File: config.mk
export PLATFORM = sky130hd
export DESIGN_NAME = seq_controller
export DESIGN_NICKNAME = d
export VERILOG_FILES = /design/src/rtl/risc_pkg.sv /design/src/rtl/seq_decode.sv /design/src/rtl/seq_controller.sv
export SDC_FILE = /design/constraint.sdc
export NUM_CORES = 1
export LEC_CHECK = 0
export CAP_MARGIN = 20
export CORE_MARGIN = 2
export CORE_UTILIZATION = 27
export DETAILED_ROUTE_END_ITERATION = 10
export DONT_BUFFER_PORTS = 1
export PLACE_DENSITY = 0.38
export SLEW_MARGIN = 10
export SYNTH_ARGS = -nofsm -noshare
export SYNTH_HDL_FRONTEND = slang
export SYNTH_SLANG_ARGS = --single-unit
File: constraint.sdc
create_clock -name clk -period 2.81 [get_ports clk]
set_clock_uncertainty 0.15 [all_clocks]
set_input_delay 0.1405 -clock clk [delete_from_list [all_inputs] [get_ports clk]]
set_output_delay 0.1405 -clock clk [all_outputs]
set_load 0.01 [all_outputs]
File: src/rtl/risc_pkg.sv
// ---------------------------------------------------------------------------
// risc_pkg
// Shared definitions for the 8-phase, 3-bit-opcode RISC sequencer:
//   - opcode encodings (HLT..JMP)
//   - named phases used by the sequencer (end of fetch, end of execute,
//     halt decision phase)
//   - sequencer state enum and the packed datapath-strobe bundle
//   - is_aluop(): opcodes whose result comes through the ALU path
// ---------------------------------------------------------------------------
package risc_pkg;

  // Opcode encodings
  localparam logic [2:0] HLT = 3'd0;
  localparam logic [2:0] SKZ = 3'd1;
  localparam logic [2:0] ADD = 3'd2;
  localparam logic [2:0] AND = 3'd3;
  localparam logic [2:0] XOR = 3'd4;
  localparam logic [2:0] LDA = 3'd5;
  localparam logic [2:0] STO = 3'd6;
  localparam logic [2:0] JMP = 3'd7;

  // Phases with special meaning to the sequencer
  localparam logic [2:0] P_FETCH_LAST = 3'd3;  // last instruction-fetch phase (may wait)
  localparam logic [2:0] P_EXEC_LAST  = 3'd7;  // last execute phase (may wait, retires)
  localparam logic [2:0] P_HLT        = 3'd4;  // phase where HLT takes effect

  typedef enum logic {
    RUN    = 1'b0,
    HALTED = 1'b1
  } seq_state_e;

  // Datapath strobes, MSB first in the order they appear on the port list
  typedef struct packed {
    logic sel;
    logic rd;
    logic ld_ir;
    logic halt;
    logic inc_pc;
    logic ld_pc;
    logic ld_ac;
    logic wr;
    logic data_e;
  } ctrl_t;

  function automatic logic is_aluop(input logic [2:0] op);
    return (op == ADD) || (op == AND) || (op == XOR) || (op == LDA);
  endfunction

endpackage

File: src/rtl/seq_decode.sv
// ---------------------------------------------------------------------------
// seq_decode
// Purely combinational control decode: maps (phase, opcode, zero) to the nine
// datapath strobes. Only meaningful while the sequencer is in RUN; the parent
// overrides the result in HALTED.
// Ports:
//   i_phase  [2:0]  current phase
//   i_opcode [2:0]  current IR opcode
//   i_zero          accumulator-zero flag
//   o_ctrl   ctrl_t decoded strobes
// ---------------------------------------------------------------------------
module seq_decode
  import risc_pkg::*;
(
  input  logic [2:0] i_phase,
  input  logic [2:0] i_opcode,
  input  logic       i_zero,
  output ctrl_t      o_ctrl
);

  logic w_alu;

  assign w_alu = is_aluop(i_opcode);

  always_comb begin
    o_ctrl = '0;
    case (i_phase)
      3'd0: o_ctrl.sel = 1'b1;
      3'd1: begin
        o_ctrl.sel = 1'b1;
        o_ctrl.rd  = 1'b1;
      end
      3'd2, 3'd3: begin
        o_ctrl.sel   = 1'b1;
        o_ctrl.rd    = 1'b1;
        o_ctrl.ld_ir = 1'b1;
      end
      3'd4: begin
        o_ctrl.inc_pc = 1'b1;
        o_ctrl.halt   = (i_opcode == HLT);
      end
      3'd5: o_ctrl.rd = w_alu;
      3'd6: begin
        o_ctrl.rd     = w_alu;
        // SKZ skips the next instruction by a second PC increment
        o_ctrl.inc_pc = (i_opcode == SKZ) && i_zero;
        o_ctrl.ld_pc  = (i_opcode == JMP);
        o_ctrl.data_e = (i_opcode == STO);
      end
      3'd7: begin
        o_ctrl.rd     = w_alu;
        o_ctrl.ld_ac  = w_alu;
        o_ctrl.ld_pc  = (i_opcode == JMP);
        o_ctrl.wr     = (i_opcode == STO);
        o_ctrl.data_e = (i_opcode == STO);
      end
      default: o_ctrl = '0;
    endcase
  end

endmodule

File: src/rtl/seq_controller.sv
// ---------------------------------------------------------------------------
// seq_controller
// Instruction sequencer for the 8-phase RISC core: phase counter, RUN/HALTED
// FSM, memory wait-state handling with timeout, run/single-step control and a
// retired-instruction counter. Control strobes come from seq_decode and are
// forced to "halt only" while HALTED.
// Parameters:
//   CNT_W    width of instr_count (wraps)
//   WAIT_EN  1: stall phases 3/7 on mem_ready=0; 0: never stall
//   WAIT_MAX stall cycles tolerated before bus error (1..255)
// Ports:
//   clk, rst (async, active high)
//   opcode[2:0], zero          IR opcode and accumulator-zero flag
//   mem_ready                  memory completes this cycle
//   run, step, resume          mode / single-step start / leave HALTED
//   sel rd ld_ir halt inc_pc ld_pc ld_ac wr data_e   datapath strobes
//   phase[2:0]                 current phase
//   bus_err                    sticky wait-timeout flag
//   instr_count[CNT_W-1:0]     instructions completed since reset
// ---------------------------------------------------------------------------
module seq_controller
  import risc_pkg::*;
#(
  parameter int CNT_W    = 16,
  parameter int WAIT_EN  = 1,
  parameter int WAIT_MAX = 15
) (
  input  logic             clk,
  input  logic             rst,
  input  logic [2:0]       opcode,
  input  logic             zero,
  input  logic             mem_ready,
  input  logic             run,
  input  logic             step,
  input  logic             resume,
  output logic             sel,
  output logic             rd,
  output logic             ld_ir,
  output logic             halt,
  output logic             inc_pc,
  output logic             ld_pc,
  output logic             ld_ac,
  output logic             wr,
  output logic             data_e,
  output logic [2:0]       phase,
  output logic             bus_err,
  output logic [CNT_W-1:0] instr_count
);

  localparam int                 STALL_W   = $clog2(WAIT_MAX + 1);
  localparam logic [STALL_W-1:0] STALL_MAX = STALL_W'(WAIT_MAX);

  seq_state_e         r_state, w_state_next;
  logic [2:0]         r_phase, w_phase_next;
  logic [STALL_W-1:0] r_stall, w_stall_next;
  logic               r_bus_err, w_bus_err_next;
  logic [CNT_W-1:0]   r_count, w_count_next;

  ctrl_t w_dec;
  ctrl_t w_ctrl;
  logic  w_stall_req;

  seq_decode u_decode (
    .i_phase  (r_phase),
    .i_opcode (opcode),
    .i_zero   (zero),
    .o_ctrl   (w_dec)
  );

  // Memory wait only at the end of a fetch or execute phase that actually
  // touches memory. mem_ready only reaches outputs via r_phase.
  assign w_stall_req = (WAIT_EN != 0)
                     && ((r_phase == P_FETCH_LAST) || (r_phase == P_EXEC_LAST))
                     && (w_dec.rd || w_dec.wr)
                     && !mem_ready;

  // State register
  always_ff @(posedge clk or posedge rst) begin
    if (rst) begin
      r_state   <= RUN;
      r_phase   <= 3'd0;
      r_stall   <= '0;
      r_bus_err <= 1'b0;
      r_count   <= '0;
    end else begin
      r_state   <= w_state_next;
      r_phase   <= w_phase_next;
      r_stall   <= w_stall_next;
      r_bus_err <= w_bus_err_next;
      r_count   <= w_count_next;
    end
  end

  // Next-state logic; priority: HLT entry, then wait/timeout, then step hold,
  // then normal advance.
  always_comb begin
    w_state_next   = r_state;
    w_phase_next   = r_phase;
    w_stall_next   = r_stall;
    w_bus_err_next = r_bus_err;
    w_count_next   = r_count;
    case (r_state)
      RUN: begin
        if ((r_phase == P_HLT) && (opcode == HLT)) begin
          w_state_next = HALTED;
          w_phase_next = 3'd0;
          w_stall_next = '0;
        end else if (w_stall_req) begin
          if (r_stall == STALL_MAX) begin
            w_bus_err_next = 1'b1;
            w_state_next   = HALTED;
            w_phase_next   = 3'd0;
            w_stall_next   = '0;
          end else begin
            w_stall_next = r_stall + STALL_W'(1);
          end
        end else if ((r_phase == 3'd0) && !run && !step) begin
          // single-step mode waiting for a step request
          w_phase_next = 3'd0;
        end else begin
          w_phase_next = r_phase + 3'd1;
          w_stall_next = '0;
          if (r_phase == P_EXEC_LAST) begin
            w_count_next = r_count + CNT_W'(1);
          end
        end
      end
      HALTED: begin
        w_phase_next = 3'd0;
        w_stall_next = '0;
        // a bus error can only be cleared by reset
        if (resume && !r_bus_err) begin
          w_state_next = RUN;
        end
      end
      default: begin
        w_state_next = RUN;
        w_phase_next = 3'd0;
        w_stall_next = '0;
      end
    endcase
  end

  // Output override while halted
  always_comb begin
    w_ctrl = w_dec;
    if (r_state == HALTED) begin
      w_ctrl      = '0;
      w_ctrl.halt = 1'b1;
    end
  end

  assign sel         = w_ctrl.sel;
  assign rd          = w_ctrl.rd;
  assign ld_ir       = w_ctrl.ld_ir;
  assign halt        = w_ctrl.halt;
  assign inc_pc      = w_ctrl.inc_pc;
  assign ld_pc       = w_ctrl.ld_pc;
  assign ld_ac       = w_ctrl.ld_ac;
  assign wr          = w_ctrl.wr;
  assign data_e      = w_ctrl.data_e;
  assign phase       = r_phase;
  assign bus_err     = r_bus_err;
  assign instr_count = r_count;

endmodule

# Word-level counts from Yosys, hierarchy flattened
# Cells that the tools add are included.
# W data, S select, Z words.
[word_totals]
word_cells = 78
regBits = 25
output_inout_bits = 29
input_bits = 10
[op_classes]
mux = 24
n_eq_ne = 17
add_sub_neg = 3
reduce_logical = 25
bitwise = 4
[ops]
columns = ["op", "count"]
rows = [
  ["$eq A3 B3 Y1 const B", 8],
  ["$add A16 B1 Y16 const B", 1],
  ["$mux W4", 4],
  ["$eq A3 B2 Y1 const B", 4],
  ["$mux W3", 4],
  ["$mux W1", 9],
  ["$mux W9", 1],
  ["$ne A4 B4 Y1 const B", 2],
  ["$pmux W4 S2", 1],
  ["$logic_and A1 B1 Y1", 7],
  ["$eq A3 B1 Y1 const B", 2],
  ["$logic_not A3 Y1", 2],
  ["$pmux W1 S2", 3],
  ["$pmux W3 S2", 1],
  ["$reduce_or A3 Y1", 2],
  ["$logic_or A1 B1 Y1", 5],
  ["$reduce_and A5 Y1", 1],
  ["$add A4 B1 Y4 const B", 1],
  ["$eq A4 B4 Y1 const B", 1],
  ["$logic_not A1 Y1", 4],
  ["$not A1 Y1", 4],
  ["$reduce_and A4 Y1", 1],
  ["$reduce_or A2 Y1", 2],
  ["$reduce_or A4 Y1", 1],
  ["2 further kinds", 2],
]

# Logic depth before layout (Yosys ltp)
[logic_depth]
depth_word = 11
ltp_mapped = 9

# Modules after synthesis
# Synthesis repeated with hierarchy kept, for this count alone.
[hier_totals]
hier_cells = 154
area_unflattened_um2 = 1571.5
[modules_own_cells]
columns = ["module", "n_inst", "cells_each", "area_each_um2"]
rows = [
  ["seq_controller", 1, 137, 1476.4],
  ["seq_decode", 1, 17, 95.1],
]

# Worst setup path after synthesis
# OpenSTA, ideal clock, no wires.
[synth_path]
path_type = "flip-flop to flip-flop"
from = "register r_phase[0] (netlist: phase[0])"
to = "register r_count[11] (netlist: instr_count[11])"
synth_period_minus_slack_ps = 2055
t_arrival_ps = 1780
path_buffers = 1
slack_ps = 755
stages_incl_launch_ff = 9
cell_sequence = "dfrtp_1 > inv_1 > ha_1 > nor2_1 > o21ai_0 > o21ai_1 > buf_2 > nand4_1 > xnor2_1"
[synth_via]
elab_chain_len = 8
[synth_lines]
columns = ["item", "line_no", "text"]
rows = [
  ["start: declaration", "seq_controller.sv:54", "logic [2:0] r_phase, w_phase_next;"],
  ["start signal: assignment", "seq_controller.sv:87", "r_phase <= w_phase_next;"],
  ["$eq A3 B3 Y1 (tied with other cells)", "seq_decode.sv:27, seq_controller.sv:73, seq_controller.sv:123", ""],
  ["$reduce_or A3 Y1 (no line)", "--", ""],
  ["$pmux W1 S2", "seq_decode.sv:27", "case (i_phase)"],
  ["$logic_or A1 B1 Y1", "seq_controller.sv:74", "&& (w_dec.rd || w_dec.wr)"],
  ["$logic_and A1 B1 Y1", "seq_controller.sv:74", ""],
  ["$logic_and A1 B1 Y1", "seq_controller.sv:75", "&& !mem_ready;"],
  ["$not A1 Y1 (no line)", "--", ""],
  ["$reduce_and A5 Y1 (no line) *", "--", ""],
  ["end signal: assignment", "seq_controller.sv:90", "r_count <= w_count_next;"],
  ["end: declaration", "seq_controller.sv:57", "logic [CNT_W-1:0] r_count, w_count_next;"],
]
# Mark *: on every way between the ends. The rest lies on a longest branch, timed or not.
# A chain may end at the register's enable or synchronous reset.

# Final worst setup path
[layout_path]
from = "register r_phase[0] (netlist: phase[0])"
to = "register r_stall[1]"
[layout_via]
elab_chain_len = 9
[layout_lines]
columns = ["item", "line_no", "text"]
rows = [
  ["$eq A3 B3 Y1 (tied with other cells)", "seq_decode.sv:27, seq_controller.sv:73", ""],
  ["$reduce_or A3 Y1 (no line)", "--", ""],
  ["$pmux W1 S2", "seq_decode.sv:27", ""],
  ["$logic_or A1 B1 Y1", "seq_controller.sv:74", ""],
  ["$logic_and A1 B1 Y1", "seq_controller.sv:74", ""],
  ["$logic_and A1 B1 Y1", "seq_controller.sv:75", ""],
  ["$mux W4", "seq_controller.sv:108", "end else if (w_stall_req) begin"],
  ["$mux W4", "seq_controller.sv:104", "if ((r_phase == P_HLT) && (opcode == HLT)) begin"],
  ["$pmux W4 S2", "seq_controller.sv:102", "case (r_state)"],
  ["end signal: assignment", "seq_controller.sv:88", "r_stall <= w_stall_next;"],
  ["end: declaration", "seq_controller.sv:55", "logic [STALL_W-1:0] r_stall, w_stall_next;"],
]
# Several ways; a longest one is shown, not always the timed one.

==> impl_table.tex <==
\begin{tabular}{lr}
\hline
Metric & Value \\
\hline
\multicolumn{2}{l}{\textbf{Timing}} \\
\# setup viols final & 0 \\
Least setup slack across all paths after layout & 0.2614 ns \\
Post-route worst hold slack & 0.1251 ns \\
Max-slew headroom & 0.5771 \\
Count of pins over their slew limit & 0 \\
Time the final worst path needs with I/O delays and setup & 2.549 ns \\
Tightest Pin Transition & 0.6317 ns \\
Portion of the clock cycle consumed by the worst path in the final layout & 0.9070 \\
Final setup TNS & 0 ns \\
Hold Fails Final Rpt & 0 \\
Unrepaired setup endpoints after global routing & no \\
Highest attainable clock frequency & 392.4 MHz \\
\multicolumn{2}{l}{\textbf{Global route}} \\
Maximum number of pins on one net before global-route repair & 26 \\
First-pass GRT wire length & 5.485 mm \\
Vias in the first global route & 1090 \\
Combined global-route utilization of all metal layers & 0.1128 \\
Total gr overflow & 0 \\
Number of antenna violations at the first check in global routing & 0 \\
\multicolumn{2}{l}{\textbf{Logic synthesis}} \\
Cell types with the largest area share after synthesis & dfrtp\_1, xnor2\_1, ha\_1 \\
Synthesis Warnings & 0 \\
Number of nets in the synthesized netlist & 167 \\
Cell count after synthesis & 149 \\
Share of flip-flops with an asynchronous set or reset after synthesis & 1.000 \\
Mean instance size in the synthesized netlist & 9.976 sq um \\
Area fraction of the dominant cell type after synthesis & 0.4209 \\
Proportion of synthesized chip area in sequential cells & 0.4209 \\
Post-synthesis cell type with the largest combined area & dfrtp\_1 \\
Most used flip-flop cell after synthesis & dfrtp\_1 \\
Distinct cell type count of the synthesized netlist & 37 \\
Count of flip-flops with a built-in enable after synthesis & 0 \\
Number of register bits inferred by synthesis & 25 \\
Synthesized area & 1486 sq um \\
\multicolumn{2}{l}{\textbf{Setup path}} \\
CP max stage delay & 0.68 ns \\
Arrival time worst endpoint & 2.60 ns \\
Destination of the critical timing path & r\_stall[1] \\
Cell count of the worst reg-to-reg path & 6 \\
Worst-case register-to-register setup slack & 0.26 ns \\
Setup crit end kind & flop \\
Path type of the worst setup path & reg2reg \\
Nature of the critical path startpoint & flop \\
Data required, critical path & 2.86 ns \\
Crit path cell chain & inv\_1, ha\_1, nor4b\_4, dlygate4sd3\_1, nand3b\_1, a21oi\_1 \\
Worst path slowest cell & dlygate4sd3\_1 \\
Maximum fanout encountered on the critical timing path & 8 \\
Terminus of the critical flop-to-flop path & r\_stall[1] \\
Critical path launch point & phase[0] \\
Launch instance of the worst register-to-register path & phase[0] \\
\multicolumn{2}{l}{\textbf{Job}} \\
Number of maximum-capacitance violations & 0 \\
\multicolumn{2}{l}{\textbf{Clocking}} \\
Setup repair bufs after CTS & 0 \\
Clock sinks & 25 \\
Maximum count of clock buffers along a single path & 2 \\
CTS clock-pin slew for the worst setup and hold paths & 0.09 ns \\
CTS tree & built \\
Worst-Skew Late Latency & 0.27 ns \\
Number of buffers added by the clock tree synthesis step & 3 \\
Count of H-tree levels built during CTS & 1 \\
Hold buffer count at CTS & 4 \\
Buffer cell driving the clock tree root & clkbuf\_8 \\
Post-cts repair resize count & 0 \\
\multicolumn{2}{l}{\textbf{Drt}} \\
Final wirelength & 3.281 mm \\
DRC & 0 \\
Number of nets with antenna violations after routing & 0 \\
Average wire per cell in the routed design & 14.45 microns \\
Post-detailed-route via-to-cell ratio & 5.097 \\
Starting DRT DRC Count & 43 \\
Via count & 1157 \\
Pre-Repair DR Iteration Count & 4 \\
\multicolumn{2}{l}{\textbf{Power and ir drop}} \\
Final Total Pwr & 1.090 mW \\
Largest voltage drop on the vdd net & 0.0003268 V \\
Net Switching & 0.4391 mW \\
Relative contribution of the clock network to total power & 0.203 \\
Leakage power total & 0.6954 nW \\
P per Cell Area & 649.0 nW/um\^{}2 \\
Switching portion of total power & 0.4029 \\
Cell Int Power & 0.6507 mW \\
Sequential Power Share & 0.475 \\
Comb pwr share & 0.323 \\
\multicolumn{2}{l}{\textbf{Layout}} \\
Diodes inserted & 0 \\
Total number of nets in the final design & 174 \\
Multi-input gate area in the final layout & 817.0 sq um \\
Layout cells sized above 1 & 0.08387 \\
Layout-stage area growth over the synthesis result & 12.96\% \\
Seq. cell area & 625.6 sq um \\
Final-layout fill cell count & 567 \\
\multicolumn{2}{l}{\textbf{Floorplan}} \\
Number of standard-cell rows in the floorplan & 27 \\
I/O pins & 39 \\
Initial cell density of the core & 0.2750 \\
Die Y-Extent & 78.20 microns \\
Std-Cell Core Area & 5405 sq um \\
Die boundary width & 78.20 microns \\
Area of the die & 6114 sq um \\
\multicolumn{2}{l}{\textbf{Placement}} \\
DP Wirelength & 2.410 mm \\
Count of buffers inserted at the top-level ports & 0 \\
DP Worst Slack & 0.4576 ns \\
RD Place Congestion & 0.7098 \\
\multicolumn{2}{l}{\textbf{Min path}} \\
Class of the tightest hold or removal check & in2reg \\
Start point of the worst min-delay path & mem\_ready \\
\multicolumn{2}{l}{\textbf{Status}} \\
Status & complete, no violations \\
\hline
\end{tabular}
==> synthesized netlist by cell type, types with 3 or more instances <==
master / count
inv_1: 5
nand4b_1: 4
nor3_1: 5
dfrtp_1: 25
nand2_1: 6
nand4_1: 8
a21oi_1: 8
xnor2_1: 16
nand3_1: 15
o21ai_0: 3
nor2_1: 11
and3_1: 5
ha_1: 8
nand2b_1: 3
==> kinds of logic (layout without fill, tap and decap cells) <==
| group | after synthesis | in the layout | synth area share |
|---|---|---|---|
| fa+ha+maj | 8 | 8 | 0.06734 |
| mux | 1 | 1 | 0.007575 |
| buf+inv | 10 | 16 | 0.02946 |
| flops | 25 | 25 | 0.4209 |
| compound gates | 19 | 19 | 0.08249 |
| xor+xnor | 16 | 16 | 0.09427 |
| simple gates | 70 | 70 | 0.2980 |
==> per-layer routing <==
metal	track usage	share of wire
met3	0.04368	0.066
met4	0.02105	0.0049
met5	0	0
met1	0.1284	0.42
met2	0.2017	0.51
==> cell usage in the layout (no fill, tap or decap), drive strengths merged, types with 2 or more instances in the layout <==
master       Yosys  final
o21ai            4      4
nor3             5      5
nor2            12     12
xnor2           16     16
nand3b           2      2
inv              6      6
nand2            6      6
nor4b            2      2
ha               8      8
buf              3      2
nand2b           3      3
a21oi            8      8
nand4            8      8
nand3           15     15
dlygate4sd3      0      4
dfrtp           25     25
nor4             2      2
nand4b           4      4
or3              2      2
clkbuf           1      3
and3             5      5
==> sequential cells by signal, indices dropped and copies added (netlist names) <==
signal / count
instr_count: 16
r_state: 1
bus_err: 1
phase: 3
r_stall: 4
==> cell type report <==
| cell class | instances | area share |
|---|---|---|
| timing repair buffer | 6 | 0.04471 |
| sequential | 25 | 0.3726 |
| tap | 72 | 0.05365 |
| clock inverter | 1 | 0.004471 |
| clock buffer | 3 | 0.02459 |
| inverter | 6 | 0.01341 |
| multi-input combinational | 114 | 0.4866 |
==> power groups by stage <==
stage                     Sequential (mW)  Clock [mW]  Combinational, mW
after global routing                0.534       0.249              0.399
after CTS                           0.519       0.234              0.354
final                               0.517       0.221              0.352
after global placement              0.521           0              0.339
after floorplan                     0.475           0              0.305
after detailed placement            0.527           0              0.343
==> critical path: cells and delay by family (launching register included) <==
kind,cells,cell delay (ns)
buffers and inverters,2,0.81
and+or+nand+nor,2,0.64
DFF,1,0.50
adders and majority gates,1,0.23
AOI/OAI and AO/OA,1,0.14
==> how the worst min path moves through the flow <==
| stage | slack, ns | cells past startpoint | to |
|---|---|---|---|
| after floorplan | 0.02 | 1 | bus_err |
| after global placement | 0.11 | 1 | r_state |
| after detailed placement | 0.10 | 1 | r_state |
| after CTS | 0.12 | 4 | instr_count[0] |
| after global routing | 0.17 | 4 | instr_count[0] |
| final | 0.13 | 4 | instr_count[0] |
==> stage by stage <==
step           cells    util  area (sq um)
5_1_grt          227  0.3106          1679
3_3_place_gp     218  0.2891          1563
2_1_floorplan    149       -          1486
6_report         227  0.3106          1679
3_5_place_dp     218  0.2891          1563
4_1_cts          226  0.3056          1652
No activity file was read; power rests on OpenSTA's default activity.
